File: src/rtl/pipeline_stall_ctrl_pkg.sv
// Shared types and default widths for the pipeline stall/flush sequencer.
package pipeline_stall_ctrl_pkg;

  localparam int unsigned DefRegAddrW = 4;
  localparam int unsigned DefMaxWait  = 15;
  localparam int unsigned DefWaitW    = 4;
  localparam int unsigned DefCntW     = 16;

  typedef enum logic [1:0] {
    StRun     = 2'd0,
    StMemWait = 2'd1,
    StTimeout = 2'd2
  } state_e;

  typedef struct packed {
    logic pc_freeze;
    logic if_id_freeze;
    logic if_id_flush;
    logic id_ex_freeze;
    logic id_ex_flush;
    logic ex_mem_freeze;
    logic mem_wb_freeze;
  } ctrl_t;

endpackage

File: src/rtl/pipeline_stall_ctrl_if.sv
// Hazard/memory status into the sequencer and freeze/flush controls back to the pipeline.
interface pipeline_stall_ctrl_if #(
  parameter int unsigned REG_ADDR_W = 4,
  parameter int unsigned CNT_W      = 16
);
  logic [REG_ADDR_W-1:0] id_src1;
  logic [REG_ADDR_W-1:0] id_src2;
  logic                  id_two_src;
  logic                  id_src_valid;
  logic [REG_ADDR_W-1:0] ex_dest;
  logic                  ex_wb_en;
  logic                  ex_mem_read;
  logic [REG_ADDR_W-1:0] mem_dest;
  logic                  mem_wb_en;
  logic                  fwd_en;
  logic                  branch_taken;
  logic                  mem_req;
  logic                  mem_ready;
  logic                  pc_freeze;
  logic                  if_id_freeze;
  logic                  if_id_flush;
  logic                  id_ex_freeze;
  logic                  id_ex_flush;
  logic                  ex_mem_freeze;
  logic                  mem_wb_freeze;
  logic                  mem_timeout;
  logic [CNT_W-1:0]      stall_count;

  modport master (
    output id_src1, id_src2, id_two_src, id_src_valid, ex_dest, ex_wb_en, ex_mem_read,
           mem_dest, mem_wb_en, fwd_en, branch_taken, mem_req, mem_ready,
    input  pc_freeze, if_id_freeze, if_id_flush, id_ex_freeze, id_ex_flush, ex_mem_freeze,
           mem_wb_freeze, mem_timeout, stall_count
  );

  modport slave (
    input  id_src1, id_src2, id_two_src, id_src_valid, ex_dest, ex_wb_en, ex_mem_read,
           mem_dest, mem_wb_en, fwd_en, branch_taken, mem_req, mem_ready,
    output pc_freeze, if_id_freeze, if_id_flush, id_ex_freeze, id_ex_flush, ex_mem_freeze,
           mem_wb_freeze, mem_timeout, stall_count
  );
endinterface

File: src/rtl/pipeline_stall_ctrl_hazard.sv
// Combinational RAW hazard compare between the ID sources and EX/MEM destinations.
module pipeline_stall_ctrl_hazard #(
  parameter int unsigned REG_ADDR_W = 4
) (
  input  logic [REG_ADDR_W-1:0] src1,
  input  logic [REG_ADDR_W-1:0] src2,
  input  logic                  two_src,
  input  logic                  src_valid,
  input  logic [REG_ADDR_W-1:0] ex_dest,
  input  logic                  ex_wb_en,
  input  logic                  ex_mem_read,
  input  logic [REG_ADDR_W-1:0] mem_dest,
  input  logic                  mem_wb_en,
  input  logic                  fwd_en,
  output logic                  hazard
);
  logic ex_match;
  logic mem_match;

  always_comb begin
    ex_match  = (src_valid && (src1 == ex_dest))  || (two_src && (src2 == ex_dest));
    mem_match = (src_valid && (src1 == mem_dest)) || (two_src && (src2 == mem_dest));
    // With forwarding only a load in EX cannot be bypassed in time.
    if (fwd_en) begin
      hazard = ex_match && ex_wb_en && ex_mem_read;
    end else begin
      hazard = (ex_match && ex_wb_en) || (mem_match && mem_wb_en);
    end
  end
endmodule

File: src/rtl/pipeline_stall_ctrl.sv
// Stall/flush sequencer: SRAM wait FSM with watchdog, branch flush, RAW stall, stall counter.
module pipeline_stall_ctrl
  import pipeline_stall_ctrl_pkg::*;
#(
  parameter int unsigned REG_ADDR_W = DefRegAddrW,
  parameter int unsigned MAX_WAIT   = DefMaxWait,
  parameter int unsigned WAIT_W     = DefWaitW,
  parameter int unsigned CNT_W      = DefCntW
) (
  input  logic                clk,
  input  logic                rst,
  pipeline_stall_ctrl_if.slave bus
);
  state_e            state_q;
  logic [WAIT_W-1:0] wait_q;
  logic [CNT_W-1:0]  count_q;
  logic              timeout_q;
  logic              hazard;
  logic              mem_stall;
  ctrl_t             ctrl;

  pipeline_stall_ctrl_hazard #(
    .REG_ADDR_W(REG_ADDR_W)
  ) u_hazard (
    .src1       (bus.id_src1),
    .src2       (bus.id_src2),
    .two_src    (bus.id_two_src),
    .src_valid  (bus.id_src_valid),
    .ex_dest    (bus.ex_dest),
    .ex_wb_en   (bus.ex_wb_en),
    .ex_mem_read(bus.ex_mem_read),
    .mem_dest   (bus.mem_dest),
    .mem_wb_en  (bus.mem_wb_en),
    .fwd_en     (bus.fwd_en),
    .hazard     (hazard)
  );

  // Freeze the whole pipe the same cycle the SRAM is not ready; release as soon as it is.
  always_comb begin
    mem_stall = ((state_q == StRun) && bus.mem_req && !bus.mem_ready) ||
                ((state_q == StMemWait) && !bus.mem_ready) ||
                (state_q == StTimeout);
  end

  always_comb begin
    ctrl = '0;
    if (mem_stall) begin
      ctrl.pc_freeze     = 1'b1;
      ctrl.if_id_freeze  = 1'b1;
      ctrl.id_ex_freeze  = 1'b1;
      ctrl.ex_mem_freeze = 1'b1;
      ctrl.mem_wb_freeze = 1'b1;
    end else if (bus.branch_taken) begin
      ctrl.if_id_flush = 1'b1;
      ctrl.id_ex_flush = 1'b1;
    end else if (hazard) begin
      ctrl.pc_freeze    = 1'b1;
      ctrl.if_id_freeze = 1'b1;
      ctrl.id_ex_flush  = 1'b1;
    end
  end

  always_comb begin
    bus.pc_freeze     = ctrl.pc_freeze;
    bus.if_id_freeze  = ctrl.if_id_freeze;
    bus.if_id_flush   = ctrl.if_id_flush;
    bus.id_ex_freeze  = ctrl.id_ex_freeze;
    bus.id_ex_flush   = ctrl.id_ex_flush;
    bus.ex_mem_freeze = ctrl.ex_mem_freeze;
    bus.mem_wb_freeze = ctrl.mem_wb_freeze;
    bus.mem_timeout   = timeout_q;
    bus.stall_count   = count_q;
  end

  always_ff @(posedge clk or negedge rst) begin
    if (!rst) begin
      state_q   <= StRun;
      wait_q    <= '0;
      count_q   <= '0;
      timeout_q <= 1'b0;
    end else begin
      case (state_q)
        StRun: begin
          if (bus.mem_req && !bus.mem_ready) begin
            state_q <= StMemWait;
            wait_q  <= WAIT_W'(1);
          end
        end
        StMemWait: begin
          if (bus.mem_ready) begin
            state_q <= StRun;
            wait_q  <= '0;
          end else if (wait_q == WAIT_W'(MAX_WAIT)) begin
            state_q   <= StTimeout;
            timeout_q <= 1'b1;
          end else begin
            wait_q <= wait_q + WAIT_W'(1);
          end
        end
        StTimeout: timeout_q <= 1'b1;
        default:   state_q   <= StRun;
      endcase
      if (ctrl.pc_freeze && (count_q != '1)) begin
        count_q <= count_q + CNT_W'(1);
      end
    end
  end
endmodule
File: src/flat_wrapper.sv
// flat-port wrapper written by rule: the top's interface ports become plain ports
module pipeline_stall_ctrl_flat import pipeline_stall_ctrl_pkg::*;
#(
  parameter int unsigned REG_ADDR_W = DefRegAddrW,
  parameter int unsigned MAX_WAIT   = DefMaxWait,
  parameter int unsigned WAIT_W     = DefWaitW,
  parameter int unsigned CNT_W      = DefCntW
)
  (clk, rst, bus_id_src1, bus_id_src2, bus_id_two_src, bus_id_src_valid, bus_ex_dest, bus_ex_wb_en, bus_ex_mem_read, bus_mem_dest, bus_mem_wb_en, bus_fwd_en, bus_branch_taken, bus_mem_req, bus_mem_ready, bus_pc_freeze, bus_if_id_freeze, bus_if_id_flush, bus_id_ex_freeze, bus_id_ex_flush, bus_ex_mem_freeze, bus_mem_wb_freeze, bus_mem_timeout, bus_stall_count);
  pipeline_stall_ctrl_if #(.REG_ADDR_W(REG_ADDR_W), .CNT_W(CNT_W)) bus_i ();
  input  logic clk;
  input  logic rst;
  input wire logic [$bits(bus_i.id_src1)-1:0] bus_id_src1;
  input wire logic [$bits(bus_i.id_src2)-1:0] bus_id_src2;
  input wire logic [$bits(bus_i.id_two_src)-1:0] bus_id_two_src;
  input wire logic [$bits(bus_i.id_src_valid)-1:0] bus_id_src_valid;
  input wire logic [$bits(bus_i.ex_dest)-1:0] bus_ex_dest;
  input wire logic [$bits(bus_i.ex_wb_en)-1:0] bus_ex_wb_en;
  input wire logic [$bits(bus_i.ex_mem_read)-1:0] bus_ex_mem_read;
  input wire logic [$bits(bus_i.mem_dest)-1:0] bus_mem_dest;
  input wire logic [$bits(bus_i.mem_wb_en)-1:0] bus_mem_wb_en;
  input wire logic [$bits(bus_i.fwd_en)-1:0] bus_fwd_en;
  input wire logic [$bits(bus_i.branch_taken)-1:0] bus_branch_taken;
  input wire logic [$bits(bus_i.mem_req)-1:0] bus_mem_req;
  input wire logic [$bits(bus_i.mem_ready)-1:0] bus_mem_ready;
  output wire logic [$bits(bus_i.pc_freeze)-1:0] bus_pc_freeze;
  output wire logic [$bits(bus_i.if_id_freeze)-1:0] bus_if_id_freeze;
  output wire logic [$bits(bus_i.if_id_flush)-1:0] bus_if_id_flush;
  output wire logic [$bits(bus_i.id_ex_freeze)-1:0] bus_id_ex_freeze;
  output wire logic [$bits(bus_i.id_ex_flush)-1:0] bus_id_ex_flush;
  output wire logic [$bits(bus_i.ex_mem_freeze)-1:0] bus_ex_mem_freeze;
  output wire logic [$bits(bus_i.mem_wb_freeze)-1:0] bus_mem_wb_freeze;
  output wire logic [$bits(bus_i.mem_timeout)-1:0] bus_mem_timeout;
  output wire logic [$bits(bus_i.stall_count)-1:0] bus_stall_count;
  assign bus_i.id_src1 = bus_id_src1;
  assign bus_i.id_src2 = bus_id_src2;
  assign bus_i.id_two_src = bus_id_two_src;
  assign bus_i.id_src_valid = bus_id_src_valid;
  assign bus_i.ex_dest = bus_ex_dest;
  assign bus_i.ex_wb_en = bus_ex_wb_en;
  assign bus_i.ex_mem_read = bus_ex_mem_read;
  assign bus_i.mem_dest = bus_mem_dest;
  assign bus_i.mem_wb_en = bus_mem_wb_en;
  assign bus_i.fwd_en = bus_fwd_en;
  assign bus_i.branch_taken = bus_branch_taken;
  assign bus_i.mem_req = bus_mem_req;
  assign bus_i.mem_ready = bus_mem_ready;
  assign bus_pc_freeze = bus_i.pc_freeze;
  assign bus_if_id_freeze = bus_i.if_id_freeze;
  assign bus_if_id_flush = bus_i.if_id_flush;
  assign bus_id_ex_freeze = bus_i.id_ex_freeze;
  assign bus_id_ex_flush = bus_i.id_ex_flush;
  assign bus_ex_mem_freeze = bus_i.ex_mem_freeze;
  assign bus_mem_wb_freeze = bus_i.mem_wb_freeze;
  assign bus_mem_timeout = bus_i.mem_timeout;
  assign bus_stall_count = bus_i.stall_count;
  pipeline_stall_ctrl #(.REG_ADDR_W(REG_ADDR_W), .MAX_WAIT(MAX_WAIT), .WAIT_W(WAIT_W), .CNT_W(CNT_W)) u_core (.clk(clk), .rst(rst), .bus(bus_i));
endmodule
File: config.mk
export PLATFORM = sky130hd
export DESIGN_NAME = pipeline_stall_ctrl_flat
export DESIGN_NICKNAME = d
export VERILOG_FILES = /design/src/rtl/pipeline_stall_ctrl_pkg.sv /design/src/rtl/pipeline_stall_ctrl_if.sv /design/src/rtl/pipeline_stall_ctrl_hazard.sv /design/src/rtl/pipeline_stall_ctrl.sv /design/src/flat_wrapper.sv
export SDC_FILE = /design/constraint.sdc
export NUM_CORES = 1
export LEC_CHECK = 0
export BUFFER_PORTS_ARGS = -buffer_cell sky130_fd_sc_hd__clkbuf_2
export CAP_MARGIN = 25
export CORE_ASPECT_RATIO = 0.7
export CORE_MARGIN = 4
export CORE_UTILIZATION = 44
export CTS_CLUSTER_DIAMETER = 150
export CTS_CLUSTER_SIZE = 10
export DETAILED_ROUTE_END_ITERATION = 16
export GPL_TIMING_DRIVEN = 0
export PLACE_DENSITY = 0.86
export SYNTH_ARGS = -nofsm -noshare
export SYNTH_HDL_FRONTEND = slang
export SYNTH_SLANG_ARGS = --single-unit
File: constraint.sdc
create_clock -name clk -period 2 [get_ports clk]
set_clock_uncertainty 0.15 [all_clocks]
set_input_delay 0.3 -clock clk [delete_from_list [all_inputs] [get_ports clk]]
set_output_delay 0.3 -clock clk [all_outputs]
set_load 0.01 [all_outputs]
==> impl_metrics.json <==
{
  "status": "finished with violations",
  "violations": "negative setup slack",
  "seqPwrFrac_pct": 38.6,
  "first_pass_iters": 4,
  "ant_nets": 0,
  "grt_max_degree": 24,
  "cts.root.buffer_cell": "clkbuf_8",
  "initial_core_util_pct": 47.8,
  "diodes": 0,
  "syn-mean-instance-area_sq_um": 9.63,
  "cts_tree": "yes",
  "synth_cells": 144,
  "h-tree-depth": 1,
  "p_int_mw": 1.03,
  "final_common_cell": "clkbuf_2",
  "dp_cells": 230,
  "globalplace.congestion": 0.825,
  "critical_path_class": "register to register",
  "post-route-drc-count": 0,
  "pin_count": 51,
  "fp.dieW_microns": 75.1,
  "grt_pass1_vias": 1368,
  "nNetsFinal": 254,
  "antenna_found_initial": 0,
  "finalSetupViolCount": 16,
  "rr_startpoint": "u_core.bus.stall_count[8]$_DFFE_PN0P_",
  "num_rows": 16,
  "maxCapViolations": 0,
  "rsz0062_at_grt": "yes",
  "clock.fmax_ghz": 0.467,
  "maxSlewHeadroom_pct": 62.6,
  "post-route-period-util_pct": 107,
  "grt_util_all_layers_pct": 20.4,
  "numCtsBuffers": 3,
  "powerDensity_nw_per_um2": 746,
  "clkLatencyLatePin_ns": 0.26,
  "clkSinkCount": 23,
  "ys_seq_elements": 23,
  "fin_ws_ns": -0.142,
  "avgRoutedWirePerCell_microns": 18.2,
  "startpoint": "u_core.bus.stall_count[8]$_DFFE_PN0P_",
  "yosysUniqueCellTypes": 32,
  "tightest_slew_ns": 0.560,
  "max_stage_delay_ns": 0.42,
  "drt_wl_total_microns": 4730,
  "arrival_ns": 2.16,
  "core_sq_um": 2900,
  "crit_chain": "nand4_1, nor2_2, nand3_2, or3_4, o21ai_4, buf_4, buf_6, nor2_1, xnor2_1",
  "via_count": 1464,
  "synth_warnings": 0,
  "utilization_pct": 75.1,
  "hold_class": "input port to register",
  "grt_pass1_wl_microns": 6310,
  "crit_fanout": 5,
  "period_needed_ns": 2.14,
  "switching_share_pct": 36.5,
  "instances_no_fill": 260,
  "drv_slew": 0,
  "nFillCells": 171,
  "synth.cell_area_sq_um": 1390,
  "final_cell_mix": "44 x clkbuf_2, 29 x buf_4, 17 x dfrtp_1, 15 x xor2_1",
  "synth_fp_nets": 173,
  "synth_top_area_share_pct": 41.5,
  "dp_hpwl_microns": 2600,
  "p_comb_share_pct": 44.4,
  "cts_buffer_depth": 2,
  "end_kind": "register",
  "vdd_ir_drop_max_mv": 0.387,
  "gr-total-overflow": 0,
  "clkPwrFrac_pct": 17.0,
  "p_switching_mw": 0.593,
  "yosysSeqAreaShare_pct": 41.5,
  "fp.dieH_microns": 55.0,
  "crit_path_top_delay_cell": "or3_4",
  "p_leak_nw": 1.03,
  "clk_pin_slew_ns": 0.07,
  "port_buffers": 50,
  "dieArea_sq_um": 4130,
  "start_kind": "register",
  "syn_to_final_growth_pct": 57.3,
  "finalHoldViolCount": 0,
  "synth_top_cell_by_area": "dfrtp_1",
  "drive_gt1_share_pct": 55.8,
  "cp.required_ns": 2.02,
  "drt_iter0_drc": 221,
  "hold_start": "bus_mem_req",
  "synth_area_leaders": "dfrtp_1 42%, xor2_1 13%, xnor2_1 6.9%, nand3_1 4.0%, nand4_1 2.7%",
  "via_per_inst": 5.63,
  "r2r_slack_ns": -0.14
}
[routing by layer]
metal / vias up / GRT usage, % / wire, microns
met2: 64 / 37.4 / 2510
met4: 0 / 4.44 / 119
met5: - / 0 / 0
met1: 722 / 25.1 / 1860
li1: 663 / - / -
met3: 15 / 3.79 / 248
[synthesized netlist by cell type, drive strengths merged]
cell type  instances
dfrtp             23
xor2              20
nand3             11
xnor2             11
nor2              10
nand2              9
o21ai              8
nand4              7
nor3               6
nor4               6
a21oi              5
buf                5
inv                4
nand2b             3
or2                3
a31oi              2
ha                 2
a41oi              1
clkbuf             1
mux2               1
nor2b              1
nor3b              1
o21a               1
o31ai              1
or3                1
or4                1
[layout make-up]
| type | instances | area (sq um) | area share, % |
|---|---|---|---|
| inverters | 4 | 15.0 | 0.688 |
| flip-flops and latches | 23 | 583 | 26.7 |
| plain buffers | 4 | 33.8 | 1.55 |
| repair buffers | 78 | 498 | 22.8 |
| well taps | 36 | 45.0 | 2.07 |
| multi-input cells | 111 | 961 | 44.1 |
| clock buffers | 4 | 45.0 | 2.07 |
[cell families after synthesis]
group,after synthesis,share of synthesized area [%]
simple gates,59,22.9
xor+xnor,31,19.6
mux,1,1.08
compound gates,18,8.94
flops,23,41.5
fa+ha+maj,2,1.80
buf+inv,10,4.15
[worst max-delay path, delay by kind of cell (launching register included)]
kind	cells	cell delay [ns]
simple gates	5	0.90
flops	1	0.39
xor+xnor	1	0.19
buf+inv	2	0.28
compound gates	1	0.13
[timing repair]
item / 4_1_cts / 5_1_grt
pin swaps: 6 / 3
hold endpoints to repair: 23 / 0
setup buffers: 21 / 5
setup endpoints to repair: 23 / 20
resized for setup: 14 / 39
hold buffers: 1 / 0
gates cloned: 1 / 0
[flip-flops by register name, indices dropped and copies added, names as in the netlist]
register	cells
u_core.bus.mem_timeout	1
u_core.bus.stall_count	16
u_core.state_q	2
u_core.wait_q	4
[stage by stage]
step	TNS (ns)	power [mW]	hold WS (ns)	worst slack [ns]	area, sq um
2_1_floorplan	-0.223	0.902	-0.146	-0.121	1410
3_3_place_gp	-2.01	1.07	0.159	-0.254	1710
3_5_place_dp	-2.90	1.09	0.160	-0.310	1710
4_1_cts	-0.156	1.53	0.234	-0.0588	1970
5_1_grt	-2.41	1.71	0.252	-0.253	2180
6_report	-1.22	1.63	0.249	-0.142	2180
[power groups by stage]
stage	clock (mW)	sequential, mW	combinational [mW]
floorplan	0	0.686	0.217
global placement	0	0.677	0.392
detailed placement	0	0.684	0.402
CTS	0.283	0.624	0.626
global route	0.307	0.633	0.772
finish	0.276	0.628	0.723
[worst paths after layout]
check                                                              to  cells after the start
max in group asynchronous               u_core.state_q[0]$_DFFE_PN0P_                      2
worst min-delay path                    u_core.state_q[0]$_DFFE_PN0P_                      3
min in group asynchronous       u_core.bus.stall_count[5]$_DFFE_PN0P_                      2
worst max register to register  u_core.bus.stall_count[6]$_DFFE_PN0P_                      9
worst max-delay path            u_core.bus.stall_count[6]$_DFFE_PN0P_                      9
worst min register to register     u_core.bus.mem_timeout$_DFFE_PN0P_                      1
Note: power is estimated with default switching activity, not from simulation.
